`src/rtl/muldiv_pkg.sv`:
```
// Shared constants for the multi-cycle multiply/divide unit: op codes, FSM states and widths.
// Operand/HI/LO width and the RUN iteration count are fixed here and shared by all muldiv files.
package muldiv_pkg;

  localparam int XLEN  = 32;
  localparam int ITERS = 32;

  localparam logic [1:0] OP_MULT  = 2'b00;
  localparam logic [1:0] OP_MULTU = 2'b01;
  localparam logic [1:0] OP_DIV   = 2'b10;
  localparam logic [1:0] OP_DIVU  = 2'b11;

  localparam logic [1:0] ST_IDLE = 2'd0;
  localparam logic [1:0] ST_PREP = 2'd1;
  localparam logic [1:0] ST_RUN  = 2'd2;
  localparam logic [1:0] ST_FIX  = 2'd3;

  typedef enum logic [1:0] {
    IDLE = ST_IDLE,
    PREP = ST_PREP,
    RUN  = ST_RUN,
    FIX  = ST_FIX
  } state_t;

  localparam logic [XLEN-1:0] DIV0_LO = 32'hFFFF_FFFF;

endpackage

```
`src/rtl/muldiv_step.sv`:
```
// One iteration of shift-add multiply or restoring divide; purely combinational.
// Multiply: acc = {carry, hi, lo}. Divide: acc[63:32] = remainder, acc[31:0] = quotient/dividend.
module muldiv_step
  import muldiv_pkg::*;
(
  input  logic              is_div,
  input  logic [2*XLEN:0]   acc,
  input  logic [XLEN-1:0]   operand,
  output logic [2*XLEN:0]   acc_next,
  output logic              qbit
);

  logic [XLEN:0] sum;
  logic [XLEN:0] rem_sh;
  logic [XLEN:0] diff;

  always_comb begin
    sum      = acc[2*XLEN:XLEN] + (acc[0] ? {1'b0, operand} : '0);
    rem_sh   = acc[2*XLEN-1:XLEN-1];
    diff     = rem_sh - {1'b0, operand};
    qbit     = 1'b0;
    acc_next = {1'b0, sum, acc[XLEN-1:1]};
    if (is_div) begin
      // The remainder stays below the divisor, so diff[XLEN] is exactly the borrow.
      qbit     = ~diff[XLEN];
      acc_next = {1'b0, (qbit ? diff[XLEN-1:0] : rem_sh[XLEN-1:0]), acc[XLEN-2:0], 1'b0};
    end
  end

endmodule

```
`src/rtl/muldiv_ctrl.sv`:
```
// MULT/MULTU/DIV/DIVU sequencer owning HI/LO: 35 cycles from start to done, busy for 34 of them.
// While busy, HI/LO accesses from the pipeline raise stall and are not performed; start is ignored.
module muldiv_ctrl
  import muldiv_pkg::*;
(
  input  logic            clk,
  input  logic            rst,
  input  logic            start,
  input  logic [1:0]      op,
  input  logic [XLEN-1:0] rs_val,
  input  logic [XLEN-1:0] rt_val,
  input  logic            hilo_rd,
  input  logic            hi_we,
  input  logic            lo_we,
  input  logic [XLEN-1:0] wdata,
  output logic            busy,
  output logic            done,
  output logic            stall,
  output logic [XLEN-1:0] hi,
  output logic [XLEN-1:0] lo
);

  state_t            state;
  logic [1:0]        op_q;
  logic [XLEN-1:0]   rs_q;
  logic [XLEN-1:0]   rt_q;
  logic [XLEN-1:0]   opnd;
  logic [2*XLEN:0]   acc;
  logic [2*XLEN:0]   step_acc;
  logic              step_qbit;
  logic [5:0]        cnt;
  logic              neg_res;
  logic              neg_rem;
  logic              div0;
  logic              is_div;
  logic              is_signed;
  logic [XLEN-1:0]   rs_abs;
  logic [XLEN-1:0]   rt_abs;
  logic [XLEN-1:0]   quo;
  logic [XLEN-1:0]   rem;
  logic [XLEN-1:0]   res_hi;
  logic [XLEN-1:0]   res_lo;
  logic [2*XLEN-1:0] prod;

  assign is_div    = (op_q == OP_DIV) || (op_q == OP_DIVU);
  assign is_signed = (op_q == OP_MULT) || (op_q == OP_DIV);
  assign rs_abs    = (is_signed && rs_q[XLEN-1]) ? -rs_q : rs_q;
  assign rt_abs    = (is_signed && rt_q[XLEN-1]) ? -rt_q : rt_q;
  assign stall     = busy & (hilo_rd | hi_we | lo_we | start);

  muldiv_step u_step (
    .is_div   (is_div),
    .acc      (acc),
    .operand  (opnd),
    .acc_next (step_acc),
    .qbit     (step_qbit)
  );

  always_comb begin
    prod   = neg_res ? -acc[2*XLEN-1:0] : acc[2*XLEN-1:0];
    quo    = acc[XLEN-1:0];
    rem    = acc[2*XLEN-1:XLEN];
    res_hi = prod[2*XLEN-1:XLEN];
    res_lo = prod[XLEN-1:0];
    if (is_div) begin
      if (div0) begin
        res_hi = rs_q;
        res_lo = DIV0_LO;
      end else begin
        res_hi = neg_rem ? -rem : rem;
        res_lo = neg_res ? -quo : quo;
      end
    end
  end

  always_ff @(posedge clk) begin
    if (rst) begin
      state   <= IDLE;
      op_q    <= '0;
      rs_q    <= '0;
      rt_q    <= '0;
      opnd    <= '0;
      acc     <= '0;
      cnt     <= '0;
      neg_res <= 1'b0;
      neg_rem <= 1'b0;
      div0    <= 1'b0;
      busy    <= 1'b0;
      done    <= 1'b0;
      hi      <= '0;
      lo      <= '0;
    end else begin
      done <= 1'b0;
      case (state)
        IDLE: begin
          if (hi_we) hi <= wdata;
          if (lo_we) lo <= wdata;
          if (start) begin
            op_q  <= op;
            rs_q  <= rs_val;
            rt_q  <= rt_val;
            busy  <= 1'b1;
            state <= PREP;
          end
        end
        PREP: begin
          // Multiplier sits in the low half of acc; dividend starts as the quotient field.
          if (is_div) begin
            acc  <= {{(XLEN+1){1'b0}}, rs_abs};
            opnd <= rt_abs;
          end else begin
            acc  <= {{(XLEN+1){1'b0}}, rt_abs};
            opnd <= rs_abs;
          end
          neg_res <= is_signed & (rs_q[XLEN-1] ^ rt_q[XLEN-1]);
          neg_rem <= is_signed & rs_q[XLEN-1];
          div0    <= (rt_q == '0);
          cnt     <= '0;
          state   <= RUN;
        end
        RUN: begin
          acc <= {step_acc[2*XLEN:1], step_acc[0] | step_qbit};
          cnt <= cnt + 6'd1;
          if (cnt == 6'(ITERS - 1)) state <= FIX;
        end
        FIX: begin
          hi    <= res_hi;
          lo    <= res_lo;
          busy  <= 1'b0;
          done  <= 1'b1;
          state <= IDLE;
        end
        default: state <= IDLE;
      endcase
    end
  end

endmodule

```
`config.mk`:
```
export PLATFORM = sky130hd
export DESIGN_NAME = muldiv_ctrl
export DESIGN_NICKNAME = d
export VERILOG_FILES = /design/src/rtl/muldiv_pkg.sv /design/src/rtl/muldiv_step.sv /design/src/rtl/muldiv_ctrl.sv
export SDC_FILE = /design/constraint.sdc
export NUM_CORES = 1
export LEC_CHECK = 0
export CAP_MARGIN = 10
export CORE_MARGIN = 3
export CORE_UTILIZATION = 50
export CTS_CLUSTER_SIZE = 12
export DETAILED_ROUTE_END_ITERATION = 10
export GPL_TIMING_DRIVEN = 0
export PLACE_DENSITY = 0.71
export REMOVE_ABC_BUFFERS = 1
export SLEW_MARGIN = 0
export SYNTH_ARGS = -nofsm -noshare
export SYNTH_HDL_FRONTEND = slang
export SYNTH_SLANG_ARGS = --single-unit
```
`constraint.sdc`:
```
create_clock -name clk -period 9.15 [get_ports clk]
set_input_delay 2.745 -clock clk [delete_from_list [all_inputs] [get_ports clk]]
set_output_delay 2.745 -clock clk [all_outputs]
set_load 0.005 [all_outputs]
```
==> results.ini, run 1 <==
[finish]
fin_nets=2582
diodes=0
fill_cells=3258
syn_to_final_growth_pct=16.72
drive_gt1_frac=0.05814
finalNonFillerCells=2880

[worst_setup_path]
r2r.worst_path.cells=10
rr_startpoint=acc[6]
crit_path_start_kind=input pin
crit_arrival_ps=4100
crit_end=stall
worstPathRequired_ps=6410
rrSetupSlack_ps=4360
r2r_end=hi[7]
path_max_fanout=3
endpoint_kind=output pin
cp-startpoint=hi_we
path_class=in2out

[placed_design]
dp_hpwl_um=45240
io_buffers=170
dp_cells=2825
routabilityCongestion=0.9468

[synth]
yosys.area_share.simple=0.2073
synth_most_common_cell=nand2_1
syn_area_per_cell_um2=7.558
yosysUniqueCellTypes=79
synth-compound-area-share=0.2434
ys_ff_latch=239
synth_edf_count=0
synthFlopType=dfxtp_1
async_reset_ff_frac=0
synth_area_um2=17850
synth.area.top_cells=dfxtp_1 (27%), nand2_1 (6.9%), a21oi_1 (6.8%)
ys_seq_area_frac=0.2680
synthCells=2362
synth_top_family_by_area=compound AO/OA/AOI/OAI gates
synth_top_area_share=0.2680
yosysWarnings=0
synth_mux_area_frac=0.07724
ys_top_cells_by_count=nand2_1 (327), nor2_1 (245), a21oi_1 (241)
yosysTopAreaCell=dfxtp_1
synth_fa_ha_area_frac=0.05341
synthXorXnorAreaFrac=0.09862

[timing]
whs_ps=450.2
min_period_ps=6843
period_share=0.7479
tightest_slew_ps=1172
hold_viol=0
setup-violations-final=0
max_freq_mhz=146.1
fin_worst_skew_ps=14.54
drv_slew=0
grt_setup_unrepaired=false
slew_headroom=0.2173

[clocking]
clkSinkCount=239
cts_setup_buffers=0
cts_tree=built
insertion_delay_ps=560
ctsLongestPathBuffers=3
root_buffer=clkbuf_16
numCtsBuffers=28
clkTransAtPathRegs_ps=60
cts_max_level=1
ctsHoldBuffers=0
ctsResizeCount=0

[pwr]
powerDensity_nw_per_um2=284.4
leakage_nw=8.219
ir_drop_uv=174.2

[hold_path]
min_path_type=reg2reg
holdPathStages=2

[global_route]
grt_overflow=0
grt_pass1_vias=16966
track_usage=0.3069
grt_max_degree=148
antenna_found_initial=0
grt_pass1_wl_um=94840

[route]
num_vias=17903
ant_nets=0
drc_errors=0
avgRoutedWirePerCell_um=21.15
via_per_inst=6.216
drtIter0Drc=1574
dr.pass1.iters=6
detail_route.wirelength_um=60910

[floorplan]
dieWidth_um=195.0
floorplan.die_area_um2=38010
dieHeight_um=195.0
rows=68
initial_utilization=0.5117
io-pin-count=171
design.core.area_um2=34880

[outcome]
status=finished clean

[job]
cap_violations=0

## critical path, stage by stage
cell,delay [ps]
clkdlybuf4s50_1,480
o41a_1,420
clkdlybuf4s50_1,450
## metrics by stage
stage                     power (mW)  area [um^2]  utilization  setup slack (ps)  setup TNS (ps)
after floorplan                3.569        17170            -              3250               0
after global placement         4.606        19440       0.5573             -5158         -168540
after detailed placement       4.696        19830       0.5686              2312               0
after CTS                      5.874        20780       0.5958              2304               0
after global routing           6.273        20840       0.5973              2255               0
final                          5.926        20840       0.5973              2307               0
## state kept, by name, indices dropped and copies added (netlist names)
name     flops
op_q         2
opnd        32
lo          32
rs_q        32
busy         1
cnt          6
neg_rem      1
hi          32
rt_q        32
done         1
state        2
neg_res      1
acc         64
div0         1
## cell type report
class / count / area [um^2] / area share
clock buffers: 40 / 807.0 / 0.03873
repair buffers: 188 / 2074 / 0.09957
inverters: 66 / 250.2 / 0.01201
flip-flops and latches: 239 / 4791 / 0.2299
clock inverters: 12 / 143.9 / 0.006906
well taps: 455 / 569.3 / 0.02732
multi-input cells: 1880 / 12200 / 0.5855
## layer usage
layer | part of all wire | global-route usage | up-vias
met3 | 0.067 | 0.03276 | 149
met4 | 0.046 | 0.1286 | 0
met5 | 0 | 0 | -
met1 | 0.43 | 0.4122 | 8516
met2 | 0.46 | 0.5037 | 731
li1 | - | - | 8507
## worst min path at each step
stage | slack, ps | from | to
final | 450 | lo[1] | lo[1]
after global routing | 470 | lo[5] | lo[5]
after CTS | 450 | lo[13] | lo[13]
after detailed placement | 450 | lo[2] | lo[2]
after global placement | 440 | lo[1] | lo[1]
after floorplan | 430 | opnd[11] | opnd[11]
## layout by cell type, fill, tap and decap left out, types with 28 or more instances in the layout
cell	Yosys	layout
clkdlybuf4s50_1	0	169
xnor2_1	120	119
nand3_1	28	28
o21ai_0	122	122
nand2b_1	40	40
ha_1	73	70
a21o_1	40	40
nor2_1	245	244
mux2i_1	77	77
clkbuf_16	0	29
dfxtp_1	239	236
o221ai_1	45	45
nand2_1	327	324
xor2_1	81	81
a21oi_1	241	239
inv_1	62	62
o211ai_1	41	41
## report_power, final
| part | total, mW | internal [mW] | switching [mW] |
|---|---|---|---|
| sequential | 1.51 | 1.26 | 0.252 |
| combinational | 3.25 | 1.34 | 1.91 |
| clock | 1.17 | 0.697 | 0.474 |
## cells by family after synthesis
family / after synthesis
simple gates: 813
buf+inv: 243
fa+ha+maj: 75
xor+xnor: 201
flops: 239
compound gates: 681
mux: 110
(Power assumes the default switching activity.)
==> inputs of run 2 (changes only) <==
--- a/config.mk
+++ b/config.mk
@@ -11,7 +11,7 @@
 export CTS_CLUSTER_SIZE = 12
 export DETAILED_ROUTE_END_ITERATION = 10
 export GPL_TIMING_DRIVEN = 0
-export PLACE_DENSITY = 0.71
+export PLACE_DENSITY = 0.74
 export REMOVE_ABC_BUFFERS = 1
 export SLEW_MARGIN = 0
 export SYNTH_ARGS = -nofsm -noshare
==> constraint.sdc (replaced) <==
create_clock -name clk -period 5.8 [get_ports clk]
set_input_delay 1.74 -clock clk [delete_from_list [all_inputs] [get_ports clk]]
set_output_delay 1.74 -clock clk [all_outputs]
set_load 0.005 [all_outputs]
==> results.ini, run 2 (same netlist as run 1, synthesis figures left out) <==
[global_route]
antenna_found_initial=1  ; +1
track_usage=0.3033  ; -0.003596
grt_max_degree=127  ; -14%
grt_pass1_vias=16990  ; +0.14%
grt_overflow=0  ; unchanged
grt_pass1_wl_um=94360  ; -0.50%

[floorplan]
floorplan.die_area_um2=38010  ; unchanged
dieWidth_um=195.0  ; unchanged
dieHeight_um=195.0  ; unchanged
design.core.area_um2=34880  ; unchanged
rows=68  ; unchanged
initial_utilization=0.5117  ; unchanged
io-pin-count=171  ; unchanged

[pwr]
leakage_nw=8.219  ; about the same
ir_drop_uv=296.7  ; +70%
powerDensity_nw_per_um2=446.6  ; +57%

[route]
drtIter0Drc=1639  ; +4.1%
detail_route.wirelength_um=60330  ; -0.96%
via_per_inst=6.237  ; +0.33%
dr.pass1.iters=5  ; -1
ant_nets=0  ; unchanged
drc_errors=0  ; unchanged
num_vias=17955  ; +0.29%
avgRoutedWirePerCell_um=20.96  ; -0.92%

[hold_path]
min_path_type=reg2reg

[clocking]
cts_setup_buffers=0  ; unchanged
cts_max_level=1  ; unchanged
cts_tree=built
root_buffer=clkbuf_16
numCtsBuffers=28  ; unchanged
insertion_delay_ps=550  ; about the same
ctsResizeCount=0  ; unchanged
clkTransAtPathRegs_ps=60  ; about the same
clkSinkCount=239  ; unchanged
ctsHoldBuffers=0  ; unchanged
ctsLongestPathBuffers=3  ; unchanged

[finish]
syn_to_final_growth_pct=16.67  ; about the same
fin_nets=2584  ; +0.077%
drive_gt1_frac=0.05776  ; -0.0003886
finalInstanceArea_um2=20830  ; about the same
top_register=acc
fill_cells=3225  ; -1.0%
final_cell_mix=nand2_1 (324), nor2_1 (244), a21oi_1 (239)
utilization=0.5971  ; about the same
final_common_cell=nand2_1
largest_reg_flops=64  ; unchanged
diodes=0  ; unchanged

[worst_setup_path]
path_max_fanout=4  ; +1
worstPathRequired_ps=4060  ; -2350 ps
crit_path_start_kind=input pin
rrSetupSlack_ps=1100  ; -3260 ps
crit_arrival_ps=3100  ; -1000 ps
endpoint_kind=output pin
path_class=in2out

[timing]
slew_headroom=0.2063  ; -0.01103
grt_setup_unrepaired=false
min_period_ps=4845
fin_setup_tns_ps=0  ; unchanged
period_share=0.8353
setup-violations-final=0  ; unchanged
setup_ws_ps=955.2  ; -1352 ps
max_freq_mhz=206.4
hold_viol=0  ; unchanged
fin_worst_skew_ps=14.01  ; -0.5227 ps
drv_slew=0  ; unchanged
tightest_slew_ps=1188  ; +16.51 ps

[placed_design]
place_area_um2=19870  ; +0.16%
routabilityCongestion=0.9410  ; -0.61%
io_buffers=170  ; unchanged
dp_hpwl_um=44530  ; -1.6%
dp_slack_ps=963.0  ; -1349 ps

[outcome]
status=finished clean

[job]
cap_violations=0  ; unchanged

## run 2: path summary, 6_finish.rpt
path,start,to,cells after the start
worst max-delay path,start,stall,3
worst min-delay path,lo[7],lo[7],2
worst max register to register,acc[0],acc[58],13
worst min register to register,lo[7],lo[7],2
## run 2: per-stage QoR
| step | hold WS, ps | power (mW) | cells |
|---|---|---|---|
| 3_3_place_gp | 437.9 | 7.209 | 2810 |
| 3_5_place_dp | 444.5 | 7.390 | 2827 |
| 5_1_grt | 471.6 | 9.822 | 2879 |
| 6_report | 450.8 | 9.301 | 2879 |
| 2_1_floorplan | 434.9 | 5.630 | 2185 |
| 4_1_cts | 452.1 | 9.198 | 2876 |
## run 2: power breakdown
| group | total, mW | switching, mW | internal [mW] |
|---|---|---|---|
| logic | 5.12 | 2.98 | 2.13 |
| registers | 2.39 | 0.407 | 1.98 |
| clock network | 1.80 | 0.730 | 1.07 |
## run 2: area by class of cell
cell class / count / area, um^2 / share of cell area
clock buffers: 38 / 779.5 / 0.03743
clock inverters: 11 / 132.6 / 0.006368
inverters: 66 / 250.2 / 0.01201
multi-input cells: 1880 / 12200 / 0.5857
flip-flops and latches: 239 / 4791 / 0.2300
well taps: 455 / 569.3 / 0.02733
repair buffers: 190 / 2106 / 0.1011
## run 2: worst max-delay path, cell delays in order
cell and delay (ps):
clkdlybuf4s50_1 470, o41a_1 440, clkdlybuf4s50_1 460
## run 2: layer usage
layer	GRT usage	routed length, um	vias to the layer above
met5	0	13	-
met3	0.03605	4142	156
met2	0.4999	27620	771
met1	0.4074	25930	8514
met4	0.1172	2624	2
li1	-	-	8512
==> inputs of run 3 (changes only) <==
--- a/config.mk
+++ b/config.mk
@@ -11,7 +11,7 @@
 export CTS_CLUSTER_SIZE = 12
 export DETAILED_ROUTE_END_ITERATION = 10
 export GPL_TIMING_DRIVEN = 0
-export PLACE_DENSITY = 0.74
+export PLACE_DENSITY = 0.71
 export REMOVE_ABC_BUFFERS = 1
 export SLEW_MARGIN = 0
 export SYNTH_ARGS = -nofsm -noshare
==> constraint.sdc (replaced) <==
create_clock -name clk -period 4.7 [get_ports clk]
set_input_delay 1.41 -clock clk [delete_from_list [all_inputs] [get_ports clk]]
set_output_delay 1.41 -clock clk [all_outputs]
set_load 0.005 [all_outputs]
==> results.ini, run 3 (same netlist as run 1, synthesis figures left out) <==
[global_route]
track_usage=0.3069  ; +0.003596
grt_overflow=0  ; unchanged
grt_max_degree=148  ; +17%
grt_pass1_vias=16966  ; -0.14%
antenna_found_initial=0  ; -1
grt_pass1_wl_um=94840  ; +0.50%

[route]
num_vias=17980  ; +0.14%
drc_errors=0  ; unchanged
via_per_inst=6.237  ; about the same
detail_route.wirelength_um=61160  ; +1.4%
ant_nets=0  ; unchanged
dr.pass1.iters=8  ; +3
avgRoutedWirePerCell_um=21.21  ; +1.2%
drtIter0Drc=1592  ; -2.9%

[worst_setup_path]
worstPathRequired_ps=5110  ; +1050 ps
cp.buffers_inverters=0  ; -2
critPathTopFamily=simple AND/OR/NAND/NOR gates
path_cells=or4_1 > nor4_1 > nand4_1 > o21ai_1 > nand2_1 > xor2_1 > o21ai_0 > a21oi_1 > a21oi_1 > nor2_1
endpoint_kind=register
path_max_fanout=8  ; +4
crit_path_start_kind=register
cpMostUsedCell=a21oi_1
critical_path.max_stage_delay_ps=730  ; +260 ps
path_class=reg2reg
crit_arrival_ps=4870  ; +1770 ps
cp_slowest_cell=nor4_1

[placed_design]
io_buffers=170  ; unchanged
place_area_um2=19830  ; -0.16%
routabilityCongestion=0.9468  ; +0.62%
dp_hpwl_um=45240  ; +1.6%

[timing]
grt_setup_unrepaired=false
tightest_slew_ps=1201  ; +12.69 ps
hold_viol=0  ; unchanged
setup-violations-final=0  ; unchanged
whs_ps=450.1  ; -0.6970 ps
fin_worst_skew_ps=12.74  ; -1.275 ps
drv_slew=0  ; unchanged
min_period_ps=4459
slew_headroom=0.1978  ; -0.008478
max_freq_mhz=224.2
fin_setup_tns_ps=0  ; unchanged
period_share=0.9488

[job]
cap_violations=0  ; unchanged

[floorplan]
dieHeight_um=195.0  ; unchanged
floorplan.die_area_um2=38010  ; unchanged
rows=68  ; unchanged
initial_utilization=0.5117  ; unchanged
io-pin-count=171  ; unchanged
design.core.area_um2=34880  ; unchanged
dieWidth_um=195.0  ; unchanged

[pwr]
leakage_nw=8.227  ; about the same
p_total_mw=11.56  ; +24%
ir_drop_uv=337.6  ; +14%
powerDensity_nw_per_um2=554.1  ; +24%

[finish]
utilization=0.5980  ; +0.0009320
drive_gt1_frac=0.06013  ; +0.002376
syn_to_final_growth_pct=16.86
final_cell_mix=nand2_1 (324), nor2_1 (244), a21oi_1 (239)
top_register=acc
final_common_cell=nand2_1
largest_reg_flops=64  ; unchanged
diodes=0  ; unchanged
fin_nets=2585  ; +0.039%
finalInstanceArea_um2=20860  ; +0.16%

[outcome]
status=finished clean

[clocking]
numCtsBuffers=28  ; unchanged
insertion_delay_ps=550  ; about the same
ctsLongestPathBuffers=3  ; unchanged
clkTransAtPathRegs_ps=60  ; about the same
clkSinkCount=239  ; unchanged
root_buffer=clkbuf_16
cts_max_level=1  ; unchanged
cts_tree=built

[hold_path]
min_path_type=reg2reg

[run 3: cell types whose count changed in the layout (fill, tap and decap cells not counted), sizes merged]
| cell | before | now |
|---|---|---|
| clkinvlp | 1 | 4 |
| clkbuf | 38 | 40 |
| inv | 64 | 63 |
[run 3: power breakdown]
part	leakage [nW]	total (mW)	switching (mW)	internal, mW
Clock	0.465	2.28	0.925	1.36
Sequential	1.95	2.94	0.495	2.44
Combinational	5.81	6.34	3.73	2.60
Total	8.23	11.6	5.15	6.40
[run 3: worst paths after layout]
check / startpoint / endpoint / slack [ps] / depth (start not counted)
setup / recovery: acc[6] / hi[7] / 240 / 10
hold / removal: lo[1] / lo[1] / 450 / 2
setup reg to reg: acc[6] / hi[7] / 240 / 10
hold reg to reg: lo[1] / lo[1] / 450 / 2
[run 3: worst min-delay path, delay by kind of cell (launching register included)]
family	cells	cell delay (ps)
and+or+nand+nor	1	50
AOI/OAI and AO/OA	1	50
DFF	1	310
[run 3: repair_timing]
action | CTS | global route
hold endpoints to repair | 0 | 0
endpoints found under the setup margin | 0 | 7
hold buffers | 0 | 0
setup buffers | 0 | 2
gates resized for setup | 0 | 3
[run 3: stage by stage]
stage / instances / worst slack, ps
3_5_place_dp: 2825 / 202.6
3_3_place_gp: 2810 / -8273
5_1_grt: 2883 / 117.1
2_1_floorplan: 2185 / -288.1
6_report: 2883 / 240.7
4_1_cts: 2877 / 177.0
[run 3: per-layer routing]
metal	up-vias	part of all wire	GRT usage	wire [um]
met3	149	0.067	0.03276	4086
met4	0	0.048	0.1286	2917
li1	8505	-	-	-
met2	768	0.46	0.5037	27930
met1	8558	0.43	0.4122	26220
met5	-	0	0	0
[run 3: final cells by class]
class / instances / area (um^2)
fill: 3257 / 14020
multi-input combinational: 1880 / 12200
sequential: 239 / 4792
timing repair buffer: 190 / 2090
clock buffer: 40 / 807.0
tap: 455 / 569.3
inverter: 66 / 254.0
clock inverter: 12 / 143.9
timing repair inverter: 1 / 5.005
